--- config.mk ---
export PLATFORM = sky130hd
export DESIGN_NAME = id_ex_stage
export DESIGN_NICKNAME = d
export VERILOG_FILES = /design/src/rtl/id_ex_stage.sv
export SDC_FILE = /design/constraint.sdc
export NUM_CORES = 1
export LEC_CHECK = 0
export CAP_MARGIN = 20
export CORE_UTILIZATION = 46
export DETAILED_ROUTE_END_ITERATION = 8
export GPL_ROUTABILITY_DRIVEN = 0
export PLACE_DENSITY = 0.8
export SYNTH_ARGS = -nofsm -noshare
export SYNTH_HDL_FRONTEND = slang
export SYNTH_SLANG_ARGS = --single-unit
--- constraint.sdc ---
create_clock -name clk -period 13.2 [get_ports clk]
set_input_delay 3.96 -clock clk [delete_from_list [all_inputs] [get_ports clk]]
set_output_delay 3.96 -clock clk [all_outputs]
set_load 0.01 [all_outputs]
--- src/rtl/id_ex_stage.sv ---
// ID/EX pipeline register with EX-stage operand forwarding and load-use bubble insertion.
// One-cycle capture latency; stall_in holds the slot, flush and load-use write a bubble.
module id_ex_stage #(
  parameter int XLEN = 32
) (
  input  logic            clk,
  input  logic            rst,
  input  logic            stall_in,
  input  logic            flush_in,
  input  logic            id_valid_in,
  input  logic [XLEN-1:0] pc_id_in,
  input  logic [4:0]      rs1_addr_in,
  input  logic [4:0]      rs2_addr_in,
  input  logic [4:0]      rd_addr_in,
  input  logic [XLEN-1:0] reg_1_id_in,
  input  logic [XLEN-1:0] reg_2_id_in,
  input  logic [XLEN-1:0] imm_data_id_in,
  input  logic [4:0]      alu_op_id_in,
  input  logic [1:0]      alu_mode_select_id_in,
  input  logic            reg_write_id_in,
  input  logic            mem_read_id_in,
  input  logic            mem_write_id_in,
  input  logic [4:0]      ex_mem_rd_in,
  input  logic            ex_mem_reg_write_in,
  input  logic [XLEN-1:0] ex_mem_result_in,
  input  logic [4:0]      mem_wb_rd_in,
  input  logic            mem_wb_reg_write_in,
  input  logic [XLEN-1:0] mem_wb_result_in,
  output logic [XLEN-1:0] pc_ex,
  output logic [XLEN-1:0] reg_1_out,
  output logic [XLEN-1:0] reg_2_out,
  output logic [XLEN-1:0] imm_data_out,
  output logic [4:0]      alu_op_out,
  output logic [1:0]      alu_mode_select_out,
  output logic [4:0]      rd_addr_out,
  output logic            reg_write_out,
  output logic            mem_read_out,
  output logic            mem_write_out,
  output logic            ex_valid_out,
  output logic            load_use_stall_out
);

  typedef struct packed {
    logic            valid;
    logic [XLEN-1:0] pc;
    logic [4:0]      rs1;
    logic [4:0]      rs2;
    logic [4:0]      rd;
    logic [XLEN-1:0] reg_1;
    logic [XLEN-1:0] reg_2;
    logic [XLEN-1:0] imm;
    logic [4:0]      alu_op;
    logic [1:0]      alu_mode;
    logic            reg_write;
    logic            mem_read;
    logic            mem_write;
  } ex_t;

  ex_t ex_q;
  ex_t ex_d;
  logic load_use;

  // rs2 is compared even for I-type; the spurious stall is accepted for simplicity.
  always_comb begin
    load_use = ex_q.valid && ex_q.mem_read && (ex_q.rd != 5'd0) && id_valid_in &&
               ((rs1_addr_in == ex_q.rd) || (rs2_addr_in == ex_q.rd));
  end

  always_comb begin
    ex_d = ex_q;
    if (flush_in) begin
      ex_d = '0;
    end else if (stall_in) begin
      ex_d = ex_q;
    end else if (load_use) begin
      ex_d = '0;
    end else begin
      ex_d.valid     = id_valid_in;
      ex_d.pc        = pc_id_in;
      ex_d.rs1       = rs1_addr_in;
      ex_d.rs2       = rs2_addr_in;
      ex_d.rd        = rd_addr_in;
      ex_d.reg_1     = reg_1_id_in;
      ex_d.reg_2     = reg_2_id_in;
      ex_d.imm       = imm_data_id_in;
      ex_d.alu_op    = alu_op_id_in;
      ex_d.alu_mode  = alu_mode_select_id_in;
      ex_d.reg_write = reg_write_id_in;
      ex_d.mem_read  = mem_read_id_in;
      ex_d.mem_write = mem_write_id_in;
    end
  end

  always_ff @(posedge clk or posedge rst) begin
    if (rst) begin
      ex_q <= '0;
    end else begin
      ex_q <= ex_d;
    end
  end

  // EX/MEM is checked first so the youngest producer wins.
  always_comb begin
    reg_1_out = ex_q.reg_1;
    if ((ex_q.rs1 != 5'd0) && ex_mem_reg_write_in && (ex_mem_rd_in == ex_q.rs1)) begin
      reg_1_out = ex_mem_result_in;
    end else if ((ex_q.rs1 != 5'd0) && mem_wb_reg_write_in && (mem_wb_rd_in == ex_q.rs1)) begin
      reg_1_out = mem_wb_result_in;
    end
    reg_2_out = ex_q.reg_2;
    if ((ex_q.rs2 != 5'd0) && ex_mem_reg_write_in && (ex_mem_rd_in == ex_q.rs2)) begin
      reg_2_out = ex_mem_result_in;
    end else if ((ex_q.rs2 != 5'd0) && mem_wb_reg_write_in && (mem_wb_rd_in == ex_q.rs2)) begin
      reg_2_out = mem_wb_result_in;
    end
  end

  always_comb begin
    pc_ex               = ex_q.pc;
    imm_data_out        = ex_q.imm;
    alu_op_out          = ex_q.alu_op;
    alu_mode_select_out = ex_q.alu_mode;
    rd_addr_out         = ex_q.rd;
    reg_write_out       = ex_q.reg_write & ex_q.valid;
    mem_read_out        = ex_q.mem_read & ex_q.valid;
    mem_write_out       = ex_q.mem_write & ex_q.valid;
    ex_valid_out        = ex_q.valid;
    load_use_stall_out  = load_use;
  end

endmodule

* Yosys cells after proc, flatten, opt, wreduce, memory -nomap -nowiden *
Cells that the tools add are included.

storage, ports and cells
  bits in registers = 154
  latch bits = 0
  RAM bits = 0
  memory bits (read-only) = 0
  input port bits = 234
  output and inout bits = 145
  word-level logic and storage cells = 46
  memories kept = 0

cells by class
  $add $sub $neg = 0
  multiply operators = 0
  div/mod/pow operators = 0
  $lt $le $gt $ge = 0
  equality and inequality tests = 7
  shifts and indexed selects = 0
  multiplexer cells = 7
  bitwise gates (word level) = 3
  reduce and logical (&&, ||, !) cells = 16

operators with widths
  operator                                                count
  two-way mux 154 bit                                     3
  two-way mux 32 bit                                      4
  equality test 5 bit                                     6
  nonzero test 5 bit                                      3
  logical AND 1 bit                                       12
  bitwise AND 1 bit                                       3
  inequality test 2 x 1 -> 1 bit (second input constant)  1
  logical OR 1 bit                                        1

* Depth between registers and ports, before layout *
  depth in word-level cells = 7
  depth in mapped cells = 7

* Worst setup path after synthesis *
OpenSTA, ideal clock, no wires.

  path type = input port to output port
  from = input mem_wb_rd_in[4]
  to = output reg_1_out[10]
  data arrival time = 5.193 ns
  path slack = 4.047 ns
  cell stages on the path = 5
  path through = xor2_1 or4b_4 clkbuf_1 o21ai_0 a31oi_1

between the ends
  longest elaborated chain between the ends = 4

RTL lines
  what                 line  text
  start, declared      26    input logic [4:0] mem_wb_rd_in,
  equality test 5 bit  107   end else if ((ex_q.rs1 != 5'd0) && mem_wb_reg_write_in && (mem_wb_rd_in == ex_q.rs1)) begin
  logical AND 1 bit    107
  two-way mux 32 bit   107
  two-way mux 32 bit   105   if ((ex_q.rs1 != 5'd0) && ex_mem_reg_write_in && (ex_mem_rd_in == ex_q.rs1)) begin
  end, declared        30    output logic [XLEN-1:0] reg_1_out,

Every way passes these cells.

* Worst setup path after layout *
  from = input mem_wb_rd_in[4]
  to = output reg_2_out[18]

between the ends
  longest elaborated chain between the ends = 4

RTL lines
  what                 line  text
  equality test 5 bit  113   end else if ((ex_q.rs2 != 5'd0) && mem_wb_reg_write_in && (mem_wb_rd_in == ex_q.rs2)) begin
  logical AND 1 bit    113
  two-way mux 32 bit   113
  two-way mux 32 bit   111   if ((ex_q.rs2 != 5'd0) && ex_mem_reg_write_in && (ex_mem_rd_in == ex_q.rs2)) begin
  end, declared        31    output logic [XLEN-1:0] reg_2_out,

Every way passes these cells.

==> flow_summary_export.csv <==
group,metric,value,unit
status,status,"completed",
grt,grt_pass1_vias,11906,
sta,rsz0062_at_grt,"no",
min_path,whs_path_depth,2,
critical_path,r2r_end,"pc_ex[0]",
route,dr_total_vias,12708,
die,die_w,160,um
critical_path,r2r_slack,9.99,ns
route,routed_wl,43300,um
finish,final_nets,1837,
critical_path,rr_worst_depth,6,
route,post_drt_wl_per_cell,22.3,um
min_path,hold_class,"register to register",
clock_tree,cts_root_buffer,"clkbuf_16",
finish,area_delta_synth_final,32.9,%
grt,grt_pass1_wl,67200,um
grt,antenna_found_initial,2,
sta,min_period_over_period,82.7,%
route,drt_iter0_markers,1559,
die,io_pins,379,
job,cap_violations,0,
route,dr.pass1.iters,7,
grt,gr-usage-all-layers,33.1,%
route,viasPerCell,6.54,
yosys,synth_nets,1680,
sta,fmax,0.0916,GHz
critical_path,r2r-start,"rd_addr_out[1]",
clock_tree,cts_setup_buffers,0,
die,rows,57,
clock_tree,htree_levels,4,
critical_path,path_class,"primary input to output port",
sta,final_hold_viol_count,0,
critical_path,crit_path_end_kind,"output port",
critical_path,cp_max_fo,33,
die,start_util,47.0,%
sta,slew_headroom,22.9,%
pwr,p_leak,5.79,nW
min_path,hold_start,"pc_ex[0]",
pwr,power.density,106,nW/um2
clock_tree,clock_sinks,154,
yosys,ys_seq_area_share,33.6,%
finish,fillers,2149,
die,die-area,25500,um2
yosys,synth_cells,1446,
yosys,yosysWarningCount,0,
clock_tree,cts_hold_buf,0,
sta,final_max_slew_viol_count,0,
critical_path,critical_path_required,9.24,ns
placement,place_hpwl,29000,um
min_path,min_to,"pc_ex[0]",
clock_tree,numCtsBuffers,17,
clock_tree,post_cts_resized,0,
critical_path,start_kind,"primary input",
sta,setup_violations,0,
route,postRouteAntennaNets,0,
die,die_y,160,um
route,drc_errors,0,
sta,min_period,10.91,ns
yosys,netlist_area,11500,um2
grt,grt_max_degree,135,
pwr,vdd.ir_drop.worst,0.0000853,V
die,core,24400,um2
finish,drive_gt1_share,4.83,%
sta,clock-skew-final,0.0175,ns
sta,tightest_slew,1.16,ns
yosys,ys_types,30,
sta,setup-tns-final,0,ns
clock_tree,clkTransAtPathRegs,0.07,ns
critical_path,cp.arrival,6.95,ns
clock_tree,cts_tree,"yes",
yosys,synth.ff_latch_count,154,
sta,holdWs,0.513,ns
placement,portBuffers,378,
grt,grt-ovfl-total,0,
clock_tree,clk_latency,0.43,ns
clock_tree,cts_max_path_buffers,2,
yosys,synth_area_per_cell,7.92,um2
## critical path: stages
cell	delay, ns
clkdlybuf4s50_1	0.51
xor2_2	0.19
buf_4	0.25
or4b_4	0.76
o21ai_0	0.51
a31oi_1	0.20
clkdlybuf4s50_1	0.56
## metrics by stage
step           area (um2)  utilization (%)  setup WS (ns)  cells  total power, W
3_5_place_dp        14600             59.7           2.30   1907         0.00108
2_1_floorplan       11500                -           4.05   1446        0.000853
6_report            15200             62.4           2.29   1942         0.00161
5_1_grt             15200             62.4           2.22   1942         0.00167
3_3_place_gp        14600             59.7           2.33   1907         0.00107
4_1_cts             15200             62.3           2.30   1939         0.00161
## cell usage in the layout, fill, tap and decap left out, types with 6 or more instances in the layout
cell type,count
xnor2_1,24
buf_4,25
clkdlybuf4s50_1,376
o21ai_0,51
inv_8,6
a22oi_1,66
o41ai_1,154
xor2_2,6
nor3_1,218
a32oi_1,88
nor4_1,64
nand2_1,98
clkbuf_16,17
dfrtp_1,154
a31oi_1,64
o21ai_1,13
inv_1,154
## final cells by class
cell class	instances	area (um2)	area share, %
antenna	2	5.00	0.0329
clock buffer	17	425	2.79
clock inverter	15	201	1.32
inverter	156	592	3.89
multi-input combinational	870	5730	37.7
sequential	154	3850	25.3
tap	324	405	2.66
timing repair buffer	404	4010	26.3
## cells in the mapped netlist
library cell | number | area share [%]
o211a_1 | 2 | 0.17
clkbuf_1 | 140 | 4.6
and2_1 | 3 | 0.16
buf_1 | 7 | 0.23
inv_1 | 155 | 5.1
o21ai_1 | 13 | 0.57
or4_4 | 2 | 0.20
o41ai_1 | 154 | 12
nand2_1 | 98 | 3.2
xnor2_1 | 24 | 1.8
a32oi_1 | 88 | 6.7
xor2_1 | 6 | 0.46
dfrtp_1 | 154 | 34
or2_1 | 2 | 0.11
o211ai_1 | 1 | 0.066
nor4_1 | 64 | 3.5
nand4_1 | 2 | 0.11
buf_2 | 37 | 1.6
a31oi_1 | 64 | 3.5
buf_4 | 82 | 5.4
o211ai_2 | 4 | 0.44
o22ai_1 | 1 | 0.055
or4b_4 | 2 | 0.24
or4_1 | 1 | 0.066
o21ai_0 | 51 | 2.2
nand3_1 | 2 | 0.087
nor3_1 | 218 | 9.5
nor2b_1 | 2 | 0.11
a22oi_1 | 66 | 4.3
inv_2 | 1 | 0.033
## logic make-up after synthesis
logic type	share of synthesized area [%]
AOI/OAI and AO/OA	29.8
xor gates and xnor gates	2.29
and+or+nand+nor	17.3
DFF	33.6
buffers and inverters	16.9
## state kept, by name (all words and copies together) (netlist names)
signal	cells
alu_mode_select_out	2
alu_op_out	5
ex_q	77
ex_valid_out	1
imm_data_out	32
pc_ex	32
rd_addr_out	5
## routing by layer
layer  wire length [um]  global-route usage [%]  vias to the layer above
li1                   -                       -                     5740
met1              16400                    41.4                     5990
met2              20000                    52.7                      832
met3               4680                    9.12                      146
met4               2200                    16.4                        0
met5                  0                       0                        -
## how the worst max path moves through the flow
stage                    startpoint             to  slack, ns
floorplan           mem_wb_rd_in[4]  reg_1_out[10]       4.05
global placement    mem_wb_rd_in[4]  reg_2_out[18]       2.33
detailed placement  mem_wb_rd_in[4]  reg_2_out[18]       2.30
CTS                 mem_wb_rd_in[4]  reg_2_out[18]       2.30
global route        mem_wb_rd_in[4]  reg_2_out[18]       2.22
finish              mem_wb_rd_in[4]  reg_2_out[18]       2.29
## report_power, final
group / switching (W) / internal, W
Combinational: 0.000281 / 0.000236
Sequential: 0.0000395 / 0.000520
Clock: 0.000239 / 0.000292
Power figures use the tool's default switching activity.
